===== src/rtl/vs4x400_search_sched.sv =====
// Round-robin scheduler that shares one vs4x400 search core among NUM_REQ requesters.
// Validates each descriptor, starts the core, tracks busy, and returns a tagged response.
module vs4x400_search_sched #(
  parameter int NUM_REQ       = 4,
  parameter int MAX_VEC       = 400,
  parameter int START_TIMEOUT = 16
) (
  input  logic                   clk,
  input  logic                   reset_n,
  input  logic [NUM_REQ-1:0]     req_valid,
  output logic [NUM_REQ-1:0]     req_ready,
  input  logic [10*NUM_REQ-1:0]  req_vec_count,
  input  logic [8*NUM_REQ-1:0]   req_dim_size,
  output logic                   core_start,
  output logic [9:0]             core_vector_count,
  output logic [7:0]             core_dim_size,
  input  logic                   core_busy,
  input  logic signed [31:0]     core_max_score,
  input  logic [7:0]             core_winner_id,
  output logic                   resp_valid,
  input  logic                   resp_ready,
  output logic [2:0]             resp_req_id,
  output logic signed [31:0]     resp_score,
  output logic [7:0]             resp_winner,
  output logic [1:0]             resp_err,
  output logic [15:0]            jobs_done,
  output logic [2:0]             dbg_state
);

  localparam int CW = $clog2(START_TIMEOUT) + 1;

  typedef enum logic [2:0] {
    S_IDLE      = 3'd0,
    S_ISSUE     = 3'd1,
    S_WAIT_BUSY = 3'd2,
    S_WAIT_DONE = 3'd3,
    S_RESP      = 3'd4
  } state_t;

  state_t              r_state;
  state_t              w_next;
  logic [2:0]          r_rr_ptr;
  logic [2:0]          r_gnt;
  logic [CW-1:0]       r_cnt;
  logic [9:0]          r_core_vec;
  logic [7:0]          r_core_dim;
  logic [2:0]          r_resp_req_id;
  logic signed [31:0]  r_resp_score;
  logic [7:0]          r_resp_winner;
  logic [1:0]          r_resp_err;
  logic [15:0]         r_jobs_done;

  logic [7:0]          w_valid8;
  logic [9:0]          w_vec_arr [8];
  logic [7:0]          w_dim_arr [8];
  logic                w_any;
  logic [2:0]          w_gnt;
  logic [3:0]          w_sum;
  logic [9:0]          w_vec;
  logic [7:0]          w_dim;
  logic [7:0]          w_onehot;
  logic                w_legal;
  logic                w_timeout;

  // Handshakes: a descriptor is accepted in the cycle req_valid[g] & req_ready[g]
  // are both high; a response is consumed in the cycle resp_valid & resp_ready.
  always_comb begin
    w_valid8 = '0;
    for (int i = 0; i < 8; i++) begin
      w_vec_arr[i] = '0;
      w_dim_arr[i] = '0;
    end
    for (int i = 0; i < NUM_REQ; i++) begin
      w_valid8[i]  = req_valid[i];
      w_vec_arr[i] = req_vec_count[i*10 +: 10];
      w_dim_arr[i] = req_dim_size[i*8 +: 8];
    end
  end

  // First asserted requester at or after r_rr_ptr, wrapping at NUM_REQ.
  always_comb begin
    w_any = 1'b0;
    w_gnt = '0;
    w_sum = '0;
    for (int i = 0; i < NUM_REQ; i++) begin
      w_sum = {1'b0, r_rr_ptr} + 4'(i);
      if (w_sum >= 4'(NUM_REQ)) w_sum = w_sum - 4'(NUM_REQ);
      if (!w_any && w_valid8[w_sum[2:0]]) begin
        w_any = 1'b1;
        w_gnt = w_sum[2:0];
      end
    end
  end

  assign w_vec     = w_vec_arr[w_gnt];
  assign w_dim     = w_dim_arr[w_gnt];
  assign w_onehot  = 8'd1 << w_gnt;
  assign w_legal   = (w_vec != 10'd0) && (w_vec <= 10'(MAX_VEC)) &&
                     (w_dim != 8'd0) && (w_dim[2:0] == 3'd0);
  assign w_timeout = (r_cnt == CW'(START_TIMEOUT - 2));

  always_ff @(posedge clk or negedge reset_n) begin
    if (!reset_n) r_state <= S_IDLE;
    else          r_state <= w_next;
  end

  always_comb begin
    w_next = r_state;
    case (r_state)
      S_IDLE:      if (w_any) w_next = w_legal ? S_ISSUE : S_RESP;
      S_ISSUE:     w_next = S_WAIT_BUSY;
      S_WAIT_BUSY: begin
        if (core_busy)      w_next = S_WAIT_DONE;
        else if (w_timeout) w_next = S_RESP;
      end
      S_WAIT_DONE: if (!core_busy) w_next = S_RESP;
      S_RESP:      if (resp_ready) w_next = S_IDLE;
      default:     w_next = S_IDLE;
    endcase
  end

  always_ff @(posedge clk or negedge reset_n) begin
    if (!reset_n) begin
      r_rr_ptr      <= '0;
      r_gnt         <= '0;
      r_cnt         <= '0;
      r_core_vec    <= '0;
      r_core_dim    <= '0;
      r_resp_req_id <= '0;
      r_resp_score  <= '0;
      r_resp_winner <= 8'hFF;
      r_resp_err    <= '0;
      r_jobs_done   <= '0;
    end else begin
      case (r_state)
        S_IDLE: if (w_any) begin
          r_gnt         <= w_gnt;
          r_core_vec    <= w_vec;
          r_core_dim    <= w_dim;
          r_resp_req_id <= w_gnt;
          if (!w_legal) begin
            r_resp_err    <= 2'd1;
            r_resp_score  <= '0;
            r_resp_winner <= 8'hFF;
          end
        end
        S_ISSUE: r_cnt <= '0;
        S_WAIT_BUSY: if (!core_busy) begin
          r_cnt <= r_cnt + CW'(1);
          if (w_timeout) begin
            r_resp_err    <= 2'd2;
            r_resp_score  <= '0;
            r_resp_winner <= 8'hFF;
          end
        end
        S_WAIT_DONE: if (!core_busy) begin
          r_resp_err    <= 2'd0;
          r_resp_score  <= core_max_score;
          r_resp_winner <= core_winner_id;
        end
        S_RESP: if (resp_ready) begin
          r_jobs_done <= r_jobs_done + 16'd1;
          r_rr_ptr    <= (r_gnt == 3'(NUM_REQ - 1)) ? 3'd0 : r_gnt + 3'd1;
        end
        default: ;
      endcase
    end
  end

  // Grant is combinational from IDLE; qualified by reset_n so it reads 0 in reset.
  assign req_ready         = (r_state == S_IDLE && w_any && reset_n) ? w_onehot[NUM_REQ-1:0] : '0;
  assign core_start        = (r_state == S_ISSUE);
  assign resp_valid        = (r_state == S_RESP);
  assign core_vector_count = r_core_vec;
  assign core_dim_size     = r_core_dim;
  assign resp_req_id       = r_resp_req_id;
  assign resp_score        = r_resp_score;
  assign resp_winner       = r_resp_winner;
  assign resp_err          = r_resp_err;
  assign jobs_done         = r_jobs_done;
  assign dbg_state         = r_state;

endmodule


===== config.mk =====
export PLATFORM = sky130hd
export DESIGN_NAME = vs4x400_search_sched
export DESIGN_NICKNAME = d
export VERILOG_FILES = /design/src/rtl/vs4x400_search_sched.sv
export SDC_FILE = /design/constraint.sdc
export NUM_CORES = 1
export LEC_CHECK = 0
export CELL_PAD_IN_SITES_DETAIL_PLACEMENT = 0
export CELL_PAD_IN_SITES_GLOBAL_PLACEMENT = 1
export CORE_MARGIN = 4
export CORE_UTILIZATION = 34
export DETAILED_ROUTE_END_ITERATION = 16
export GPL_ROUTABILITY_DRIVEN = 0
export HOLD_SLACK_MARGIN = 0.12
export PLACE_DENSITY_LB_ADDON = 0.1
export SYNTH_ARGS = -nofsm -noshare
export SYNTH_HDL_FRONTEND = slang
export SYNTH_SLANG_ARGS = --single-unit
export TNS_END_PERCENT = 10

===== constraint.sdc =====
create_clock -name clk -period 11.8 [get_ports clk]
set_clock_uncertainty 0.2 [all_clocks]
set_input_delay 2.36 -clock clk [delete_from_list [all_inputs] [get_ports clk]]
set_output_delay 2.36 -clock clk [all_outputs]
set_load 0.01 [all_outputs]

After elaboration in Yosys (flattened, before gate mapping)
Index checks and enable logic that the tools add are counted.
{ "totals": {"regBits": 90, "latchBits": 0, "ramBits": 0, "mem_bits_ro": 0, "in_bits": 120, "output_inout_bits": 88, "memories": 0} }
{ "op_classes": {"add_sub_neg": 10, "n_mul": 0, "n_div": 0, "n_lt_le_gt_ge": 10, "eq_ne": 13, "n_shift": 1, "n_mux": 55, "bitwise": 1, "reduce_logical": 22} }
{ "ops": {"columns": ["cell", "count"], "rows": [
  ["two-way mux 32 bit", 5],
  ["case mux 32 bit (3 select lines)", 1],
  ["two-way mux 8 bit", 7],
  ["two-way mux 3 bit", 15],
  ["binary-select mux 10 bit (select 3 bit)", 1],
  ["binary-select mux 8 bit (select 3 bit)", 1],
  ["case mux 8 bit (3 select lines)", 1],
  ["two-way mux 10 bit", 2],
  ["adder 16 x 1 -> 16 bit, second input constant", 1],
  ["< comparator 3 x 4 -> 1 bit, second input constant", 4],
  ["case mux 3 bit (5 select lines)", 1],
  ["binary-select mux 1 bit (select 3 bit)", 4],
  ["greater-or-equal comparator 4 x 3 -> 1 bit, second input constant", 3],
  ["subtractor 3 bit, second input constant", 4],
  ["<= comparator 10 x 9 -> 1 bit, second input constant", 1],
  ["two-way mux 2 bit", 5],
  ["inequality test 2 bit, second input constant", 5],
  ["case mux 5 bit (2 select lines)", 1],
  ["nonzero test 10 bit", 1],
  ["== test 3 x 2 -> 1 bit, second input constant", 3],
  ["adder 3 x 2 -> 4 bit, second input constant", 2],
  ["logical AND 1 bit", 8],
  ["two-way mux 1 bit", 8],
  ["nonzero test 8 bit", 1],
  ["22 further kinds", 27]
]} }

Longest topological paths before layout
Gate-level depths: netlist of run 1.
{ "logic_depth": {"word_depth": 25, "depth_mapped": 16, "ltp_nobuf": 11} }

Worst setup path after synthesis of run 1
No wires, ideal clock.
{ "synth_timing": {"path_type": "in2out", "startpoint": "in req_valid[3]", "endpoint": "out req_ready[2]", "arrival_ns": 4.206, "setup_slack_ns": 5.034, "path_stages": 8, "path_buffers": 3, "cell_sequence": "mux4_2 -> nor4b_1 -> a21o_1 -> buf_2 -> buf_2 -> clkbuf_1 -> nand3_1 -> nor2_1"} }
{ "synth_via": {"elab_chain_len": 15, "elab_cells_between_ends": 26} }
{ "synth_lines": {"columns": ["element", "line_no", "source"], "rows": [
  ["from (decl)", "10", "input logic [NUM_REQ-1:0] req_valid,"],
  ["binary-select mux 1 bit (select 3 bit)", "88", "if (!w_any && w_valid8[w_sum[2:0]]) begin"],
  ["two-way mux 1 bit (implied by the code)", "88", null],
  ["two-way mux 1 bit", "88", null],
  ["zero test 1 bit", "88", null],
  ["logical AND 1 bit", "88", null],
  ["two-way mux 1 bit", "88", null],
  ["zero test 1 bit", "88", null],
  ["logical AND 1 bit", "88", null],
  ["two-way mux 1 bit", "88", null],
  ["zero test 1 bit", "88", null],
  ["logical AND 1 bit", "88", null],
  ["two-way mux 1 bit", "88", null],
  ["logical AND 1 bit (2 in series)", "171", "assign req_ready = (r_state == S_IDLE && w_any && reset_n) ? w_onehot[NUM_REQ-1:0] : '0;"],
  ["two-way mux 4 bit *", "171", null],
  ["to (decl)", "11", "output logic [NUM_REQ-1:0] req_ready,"]
]} }
Every way passes the cells marked *; elsewhere a longest branch is shown, timed or not. The select of a mux whose other input is x is not followed.

Final worst setup path of run 1
{ "layout_timing": {"startpoint": "in req_valid[2]", "endpoint": "out req_ready[3]"} }
Same word-level chain as after synthesis.

==> results.json, run 1 <==
{
  "criticalPathCategory": "in -> out",
  "number_of_antenna_violations_at_the_first_check_in_global_routing": 0,
  "crit_path_max_incr_delay_ns": 0.56,
  "layout.filler_cells": 1272,
  "final_antenna_net_count": 0,
  "cts_made_buffers": 9,
  "clock_tree.htree_level_count": 3,
  "met2WireLength_um": 7730,
  "mappedNetlistArea_um2": 4910,
  "yosys.cell_types.count": 67,
  "synth_largest_area_cell": "sky130_fd_sc_hd__dfrtp_1",
  "synth_async_sr_flop_share_pct": 100,
  "route.met3.wl_um": 908,
  "cp_slowest_cell": "sky130_fd_sc_hd__clkdlybuf4s50_1",
  "diodes": 0,
  "max-clock-path-buffers": 2,
  "die_height_um": 128,
  "number_of_resized_instances_in_the_post_cts_repair_step": 0,
  "maxClockFrequency_mhz": 129,
  "final_hold_viol_count": 0,
  "setup_repair_after_global_routing_missed_its_margin": "no",
  "detail_route.first_pass.iterations": 5,
  "grt_use_total_pct": 18.9,
  "num_rows": 43,
  "critPathMostFrequentCell": "sky130_fd_sc_hd__clkdlybuf4s50_1",
  "dr_total_vias": 4625,
  "ir_drop_v": 0.000137,
  "synth_area_leaders": "sky130_fd_sc_hd__dfrtp_1, sky130_fd_sc_hd__a22o_1, sky130_fd_sc_hd__nor2_1",
  "clockRootBuffer": "sky130_fd_sc_hd__clkbuf_16",
  "avgRoutedWirePerCell_um": 17.3,
  "routed_via_density": 5.15,
  "area.growth.synth_to_final_pct": 49.5,
  "globalRouteOverflowTotal": 0,
  "outcome": "finished, final reports clean",
  "hpwl_detailed_um": 11500,
  "placeableCoreArea_um2": 14000,
  "rrSetupSlack_ns": 7.03,
  "setup_viol": 0,
  "worst_setup_path_end_kind": "output pin",
  "fin_total_pwr_w": 0.00159,
  "max_slew_margin_pct": 18.4,
  "maximum_number_of_pins_on_one_net_before_global_route_repair": 84,
  "worst_setup_path_startpoint": "req_valid[2]",
  "multiInputGateArea_um2": 2370,
  "route.detailed.drc": 0,
  "timing.critical_path.cells": "clkdlybuf4s50_1, mux4_2, nor4b_1, a21o_1, buf_4, nand3_1, nor2_1, clkdlybuf4s50_1",
  "num_io_pins": 208,
  "clk-insertion-delay-late_ns": 0.34,
  "reg2reg_to": "resp_score[26]",
  "share_of_final_layout_standard_cells_stronger_than_drive_strength_1_pct": 6.41,
  "critical_path.reg2reg.startpoint": "r_rr_ptr[0]",
  "initial_core_util_pct": 35.1,
  "seq_area_frac_synth_pct": 46.1,
  "power_density_cells_nw_per_um2": 217,
  "syn_inst": 523,
  "timing.max_cap.violations": 0,
  "cts_hold_buffers": 0,
  "area.sequential_um2": 2260,
  "num-nets-final": 839,
  "post_cts_buffers": 0,
  "synthDominantCellAreaShare_pct": 41.8,
  "synth_edf_count": 0,
  "prevailing_post_synth_register_cell": "sky130_fd_sc_hd__dfrtp_1",
  "fin_crit_sh_pct": 65.9,
  "worstRegToRegCells": 12,
  "timing.final.crit_period_ns": 7.78,
  "first_pass_grt_wire_length_um": 24600,
  "yosys_warnings": 0,
  "via_count_of_the_first_global_routing_pass": 4706,
  "totalNegativeSetupSlack_ns": 0,
  "wl_met1_um": 6700,
  "worst_setup_hold_path_clk_slew_ns": 0.07,
  "critPathArrivalTime_ns": 5.22,
  "chipWidth_um": 128,
  "crit_path_max_fanout": 48,
  "worst_setup_path_endpoint": "req_ready[3]",
  "route.top_layer_used": "met4",
  "timing_worst_slew_pin_value_ns": 1.22,
  "portBuffers": 207,
  "synth_seq_cells": 90,
  "tritoncts": "yes",
  "min-delay-path-class": "reg -> reg",
  "static-leakage-power_nw": 3.22,
  "drv_slew": 0,
  "dieArea_um2": 16400,
  "drt_wl_total_um": 15500,
  "critical_path_required_ns": 9.24,
  "syn_nets": 649,
  "tritoncts_num_sinks": 90,
  "synth.avg_cell_area_um2": 9.39,
  "drtIter0Drc": 297,
  "startpoint_type": "primary input"
}
## worst min-delay path by stage
stage	cells after the start	slack, ns	to	startpoint
after floorplan	2	0.27	resp_winner[0]	resp_winner[0]
after global placement	2	0.25	resp_winner[7]	resp_winner[7]
after detailed placement	2	0.25	resp_winner[4]	resp_winner[4]
after CTS	2	0.26	resp_winner[4]	resp_winner[4]
after global routing	2	0.28	resp_winner[6]	resp_winner[6]
final	2	0.26	resp_winner[1]	resp_winner[1]
## area by class of cell
type	count	area share, %
Clock inverter	6	0.665
Inverter	22	1.13
Timing Repair Buffer	212	28.7
Sequential cell	90	30.8
Multi-Input combinational cell	378	32.3
Tap cell	180	3.07
Clock buffer	10	3.26
## power breakdown
part | leakage (nW) | internal (W) | switching, W
Combinational | 1.91 | 0.000366 | 0.000508
Clock | 0.137 | 0.000151 | 0.000130
Sequential | 1.17 | 0.000370 | 0.0000660
## state kept, by name (all words and copies together), names as in the netlist
register           count
core_dim_size          8
core_vector_count     10
dbg_state              3
jobs_done             16
r_cnt                  5
r_rr_ptr               3
resp_err               2
resp_req_id            3
resp_score            32
resp_winner            8
## critical path: cells and delay by family
| kind | cells | cell delay (ns) |
|---|---|---|
| AOI/OAI and AO/OA | 1 | 0.12 |
| and+or+nand+nor | 3 | 0.63 |
| muxes | 1 | 0.56 |
| buffers and inverters | 3 | 1.53 |
## Yosys cell counts (3+ instances only)
cell,count
sky130_fd_sc_hd__buf_6,7
sky130_fd_sc_hd__nand2b_1,3
sky130_fd_sc_hd__xor2_1,7
sky130_fd_sc_hd__mux2i_1,10
sky130_fd_sc_hd__clkbuf_1,16
sky130_fd_sc_hd__a211oi_1,8
sky130_fd_sc_hd__nor2_1,69
sky130_fd_sc_hd__o31ai_1,9
sky130_fd_sc_hd__nand4_1,6
sky130_fd_sc_hd__nand2_1,64
sky130_fd_sc_hd__dfrtp_1,82
sky130_fd_sc_hd__o22ai_1,3
sky130_fd_sc_hd__xnor2_1,12
sky130_fd_sc_hd__ha_1,6
sky130_fd_sc_hd__o41ai_1,4
sky130_fd_sc_hd__a22o_1,33
sky130_fd_sc_hd__buf_2,6
sky130_fd_sc_hd__nor2b_1,4
sky130_fd_sc_hd__a21oi_1,12
sky130_fd_sc_hd__nor4_1,4
sky130_fd_sc_hd__o21ai_0,28
sky130_fd_sc_hd__and3_1,7
sky130_fd_sc_hd__o211a_1,5
sky130_fd_sc_hd__nor3_1,5
sky130_fd_sc_hd__a21boi_0,5
sky130_fd_sc_hd__nand3_1,30
sky130_fd_sc_hd__mux4_2,3
sky130_fd_sc_hd__dfstp_2,8
sky130_fd_sc_hd__inv_1,21
## cell families (layout without fill, tap and decap cells)
kind of cell | after synthesis | count (layout) | synth area share [%]
flip-flops | 90 | 90 | 46.1
AO/OA/AOI/OAI | 128 | 128 | 19.4
AND/OR/NAND/NOR | 207 | 207 | 19.2
multiplexers | 18 | 18 | 4.77
XOR/XNOR | 19 | 19 | 3.39
adder cells (fa/ha/maj) | 6 | 6 | 1.53
buffers and inverters | 55 | 250 | 5.58
## layout by cell type (no fill, tap or decap), types with 4 or more instances in the layout
cell / instances
sky130_fd_sc_hd__nor2b_1: 4
sky130_fd_sc_hd__clkdlybuf4s50_1: 206
sky130_fd_sc_hd__clkbuf_16: 9
sky130_fd_sc_hd__a211oi_1: 8
sky130_fd_sc_hd__xor2_1: 7
sky130_fd_sc_hd__o31ai_1: 9
sky130_fd_sc_hd__nand4_1: 6
sky130_fd_sc_hd__nand3_1: 30
sky130_fd_sc_hd__inv_1: 21
sky130_fd_sc_hd__dfrtp_1: 82
sky130_fd_sc_hd__and3_1: 7
sky130_fd_sc_hd__a22o_1: 33
sky130_fd_sc_hd__buf_4: 6
sky130_fd_sc_hd__mux2i_1: 10
sky130_fd_sc_hd__a21oi_1: 12
sky130_fd_sc_hd__o211a_1: 5
sky130_fd_sc_hd__o41ai_1: 4
sky130_fd_sc_hd__ha_1: 6
sky130_fd_sc_hd__a21boi_0: 5
sky130_fd_sc_hd__dfstp_2: 8
sky130_fd_sc_hd__nor4_1: 4
sky130_fd_sc_hd__nor2_1: 69
sky130_fd_sc_hd__nand2_1: 64
sky130_fd_sc_hd__nor3_1: 5
sky130_fd_sc_hd__xnor2_1: 12
sky130_fd_sc_hd__o21ai_0: 28
## layer usage
| metal | vias up | GRT usage, % |
|---|---|---|
| met5 | - | 0 |
| met4 | 0 | 4.99 |
| met3 | 13 | 5.75 |
| met2 | 136 | 31.3 |
| met1 | 2242 | 24.1 |
| li1 | 2234 | - |
## per-stage QoR
stage | setup WS (ns) | util [%] | area (um2) | hold WS [ns] | instances
after floorplan | 5.03 | - | 4910 | 0.265 | 523
after global placement | 4.14 | 50.4 | 7050 | 0.246 | 882
after detailed placement | 4.04 | 50.4 | 7050 | 0.252 | 882
after CTS | 4.03 | 52.5 | 7340 | 0.263 | 898
after global routing | 3.84 | 52.5 | 7340 | 0.281 | 898
final | 4.02 | 52.5 | 7340 | 0.260 | 898
(Power assumes the default switching activity.)
==> run 2, diff against run 1 <==
--- a/config.mk
+++ b/config.mk
@@ -8,7 +8,7 @@
 export CELL_PAD_IN_SITES_DETAIL_PLACEMENT = 0
 export CELL_PAD_IN_SITES_GLOBAL_PLACEMENT = 1
 export CORE_MARGIN = 4
-export CORE_UTILIZATION = 34
+export CORE_UTILIZATION = 28
 export DETAILED_ROUTE_END_ITERATION = 16
 export GPL_ROUTABILITY_DRIVEN = 0
 export HOLD_SLACK_MARGIN = 0.12
==> constraint.sdc (replaced) <==
create_clock -name clk -period 6.75 [get_ports clk]
set_clock_uncertainty 0.2 [all_clocks]
set_input_delay 1.35 -clock clk [delete_from_list [all_inputs] [get_ports clk]]
set_output_delay 1.35 -clock clk [all_outputs]
set_load 0.01 [all_outputs]
==> results.json, run 2 (synthesis results as in run 1) <==
{
  "routed_via_density": 4.87,
  "internal-power_w": 0.00158,
  "drv_slew": 0,
  "crit_path_max_fanout": 22,
  "final_hold_viol_count": 0,
  "tritoncts_num_sinks": 90,
  "clkPwrFrac_pct": 18.4,
  "critPathArrivalTime_ns": 4.09,
  "ir_drop_v": 0.000182,
  "grt_most_used_layer": "met2",
  "seqPwrFrac_pct": 27.2,
  "num_io_pins": 208,
  "grt_use_total_pct": 16.0,
  "groute.layer.met2.usage_pct": 25.4,
  "criticalPathCategory": "in -> out",
  "initial_core_util_pct": 28.5,
  "worst_setup_path_end_kind": "output pin",
  "met1_usage_pct": 20.7,
  "worst_setup_path_startpoint": "req_valid[2]",
  "detail_route.first_pass.iterations": 4,
  "comb_power_share_pct": 54.5,
  "cp_slowest_cell": "sky130_fd_sc_hd__clkdlybuf4s50_1",
  "final_antenna_net_count": 0,
  "num_rows": 48,
  "timing.critical_path.buf_inv": 3,
  "chipWidth_um": 140,
  "outcome": "finished, final reports clean",
  "cts_hold_buffers": 0,
  "power.switching_w": 0.00123,
  "clk-insertion-delay-late_ns": 0.34,
  "multiInputGateArea_um2": 2380,
  "static-leakage-power_nw": 3.22,
  "dr_total_vias": 4583,
  "timing_worst_slew_pin_value_ns": 1.21,
  "area.growth.synth_to_final_pct": 51.0,
  "num-nets-final": 839,
  "worst_setup_hold_path_clk_slew_ns": 0.06,
  "area.sequential_um2": 2260,
  "crit_path_max_incr_delay_ns": 0.57,
  "maxClockFrequency_mhz": 177,
  "globalRouteOverflowTotal": 0,
  "setup_viol": 0,
  "setup_slack_ns": 1.11,
  "fin_crit_sh_pct": 83.6,
  "number_of_resized_instances_in_the_post_cts_repair_step": 0,
  "min-delay-path-class": "reg -> reg",
  "portBuffers": 207,
  "cts_made_buffers": 9,
  "layout.filler_cells": 1659,
  "route.detailed.drc": 0,
  "drt_wl_total_um": 15800,
  "timing.critical_path.cells": "clkdlybuf4s50_1, mux2_4, a2111o_1, mux2i_1, nor2_4, buf_4, nor3_1, clkdlybuf4s50_1",
  "fin_total_pwr_w": 0.00281,
  "critPathMostFrequentCell": "sky130_fd_sc_hd__clkdlybuf4s50_1",
  "hpwl_detailed_um": 11900,
  "maximum_number_of_pins_on_one_net_before_global_route_repair": 67,
  "placeableCoreArea_um2": 17200,
  "hold_path_startpoint": "resp_winner[4]",
  "diodes": 0,
  "via_count_of_the_first_global_routing_pass": 4690,
  "final.hold.worst_slack_ns": 0.257,
  "grt_use_met3_pct": 5.39,
  "number_of_antenna_violations_at_the_first_check_in_global_routing": 0,
  "die_height_um": 140,
  "clock_tree.htree_level_count": 3,
  "power.switching_fraction_pct": 43.8,
  "max_slew_margin_pct": 19.4,
  "avgRoutedWirePerCell_um": 16.8,
  "cell_family_with_most_cp_delay": "buffers and inverters",
  "layout_common_cells": "sky130_fd_sc_hd__clkdlybuf4s50_1, sky130_fd_sc_hd__dfrtp_1, sky130_fd_sc_hd__nor2_1, sky130_fd_sc_hd__nand2_1, sky130_fd_sc_hd__a22o_1",
  "startpoint_type": "primary input",
  "clockRootBuffer": "sky130_fd_sc_hd__clkbuf_16",
  "dieArea_um2": 19700,
  "setup_repair_after_global_routing_missed_its_margin": "no",
  "first_pass_grt_wire_length_um": 25400,
  "drtIter0Drc": 242,
  "share_of_final_layout_standard_cells_stronger_than_drive_strength_1_pct": 6.28,
  "timing.final.crit_period_ns": 5.64,
  "post_cts_buffers": 0,
  "placement.setup.worst_slack_ns": 1.10,
  "mostFrequentLayoutCell": "sky130_fd_sc_hd__clkdlybuf4s50_1",
  "largest_register_ff_count": 32,
  "critical_path_required_ns": 5.20,
  "totalNegativeSetupSlack_ns": 0,
  "max-clock-path-buffers": 2,
  "tritoncts": "yes",
  "timing.max_cap.violations": 0,
  "critical_path.reg2reg.startpoint": "r_rr_ptr[0]",
  "power_density_cells_nw_per_um2": 379
}
-- run 2: changes by cell type in the layout (fill, tap and decap cells not counted), sizes merged --
cell,previous run,this run
clkbuf,10,9
clkinv,1,0
bufinv,0,1
-- run 2: stage by stage --
stage	cells	instance area [um2]	util (%)
after floorplan	523	4910	-
after global placement	927	7110	41.3
after detailed placement	927	7110	41.3
after CTS	942	7410	43.0
after global routing	942	7410	43.0
final	942	7410	43.0
-- run 2: worst register-to-register path: stages, from the launching register on --
cell,delay [ns]
sky130_fd_sc_hd__dfrtp_1,0.76
sky130_fd_sc_hd__inv_2,0.12
sky130_fd_sc_hd__ha_1,0.51
sky130_fd_sc_hd__mux2i_1,0.15
sky130_fd_sc_hd__a2111o_1,0.42
sky130_fd_sc_hd__mux2_4,0.36
sky130_fd_sc_hd__nand2_4,0.31
sky130_fd_sc_hd__mux4_2,0.56
sky130_fd_sc_hd__o21a_1,0.12
sky130_fd_sc_hd__and4_4,0.20
sky130_fd_sc_hd__o41ai_4,0.28
sky130_fd_sc_hd__buf_4,0.46
sky130_fd_sc_hd__a22o_1,0.24
-- run 2: cell type report --
cell class / instances / area share, %
inverter: 22 / 1.11
clock inverter: 6 / 0.996
sequential: 90 / 30.5
timing repair buffer: 212 / 28.4
multi-input combinational: 378 / 32.1
clock buffer: 9 / 3.04
tap: 225 / 3.80
-- run 2: final timing paths --
path                       slack [ns]  cells past startpoint             end
min in group asynchronous        0.71                      1    jobs_done[5]
setup / recovery                 1.11                      8    req_ready[1]
hold / removal                   0.26                      2  resp_winner[4]
hold reg to reg                  0.26                      2  resp_winner[4]
max in group asynchronous        4.46                      2  resp_score[18]
setup reg to reg                 2.00                     12   resp_score[0]
-- run 2: power by group through the flow --
stage | registers, W | clock network (W) | logic (W)
after global placement | 0.000774 | 0 | 0.00154
after detailed placement | 0.000773 | 0 | 0.00155
final | 0.000763 | 0.000517 | 0.00153
after CTS | 0.000764 | 0.000538 | 0.00156
after global routing | 0.000782 | 0.000560 | 0.00173
after floorplan | 0.000765 | 0 | 0.00107
-- run 2: routing by layer --
layer  wire length [um]  vias to the layer above  part of all wire [%]
met5                  0                        -                     0
met4                216                        0                   1.4
met3               1190                       17                   7.6
met2               7570                      144                    48
met1               6820                     2177                    43
li1                   -                     2245                     -
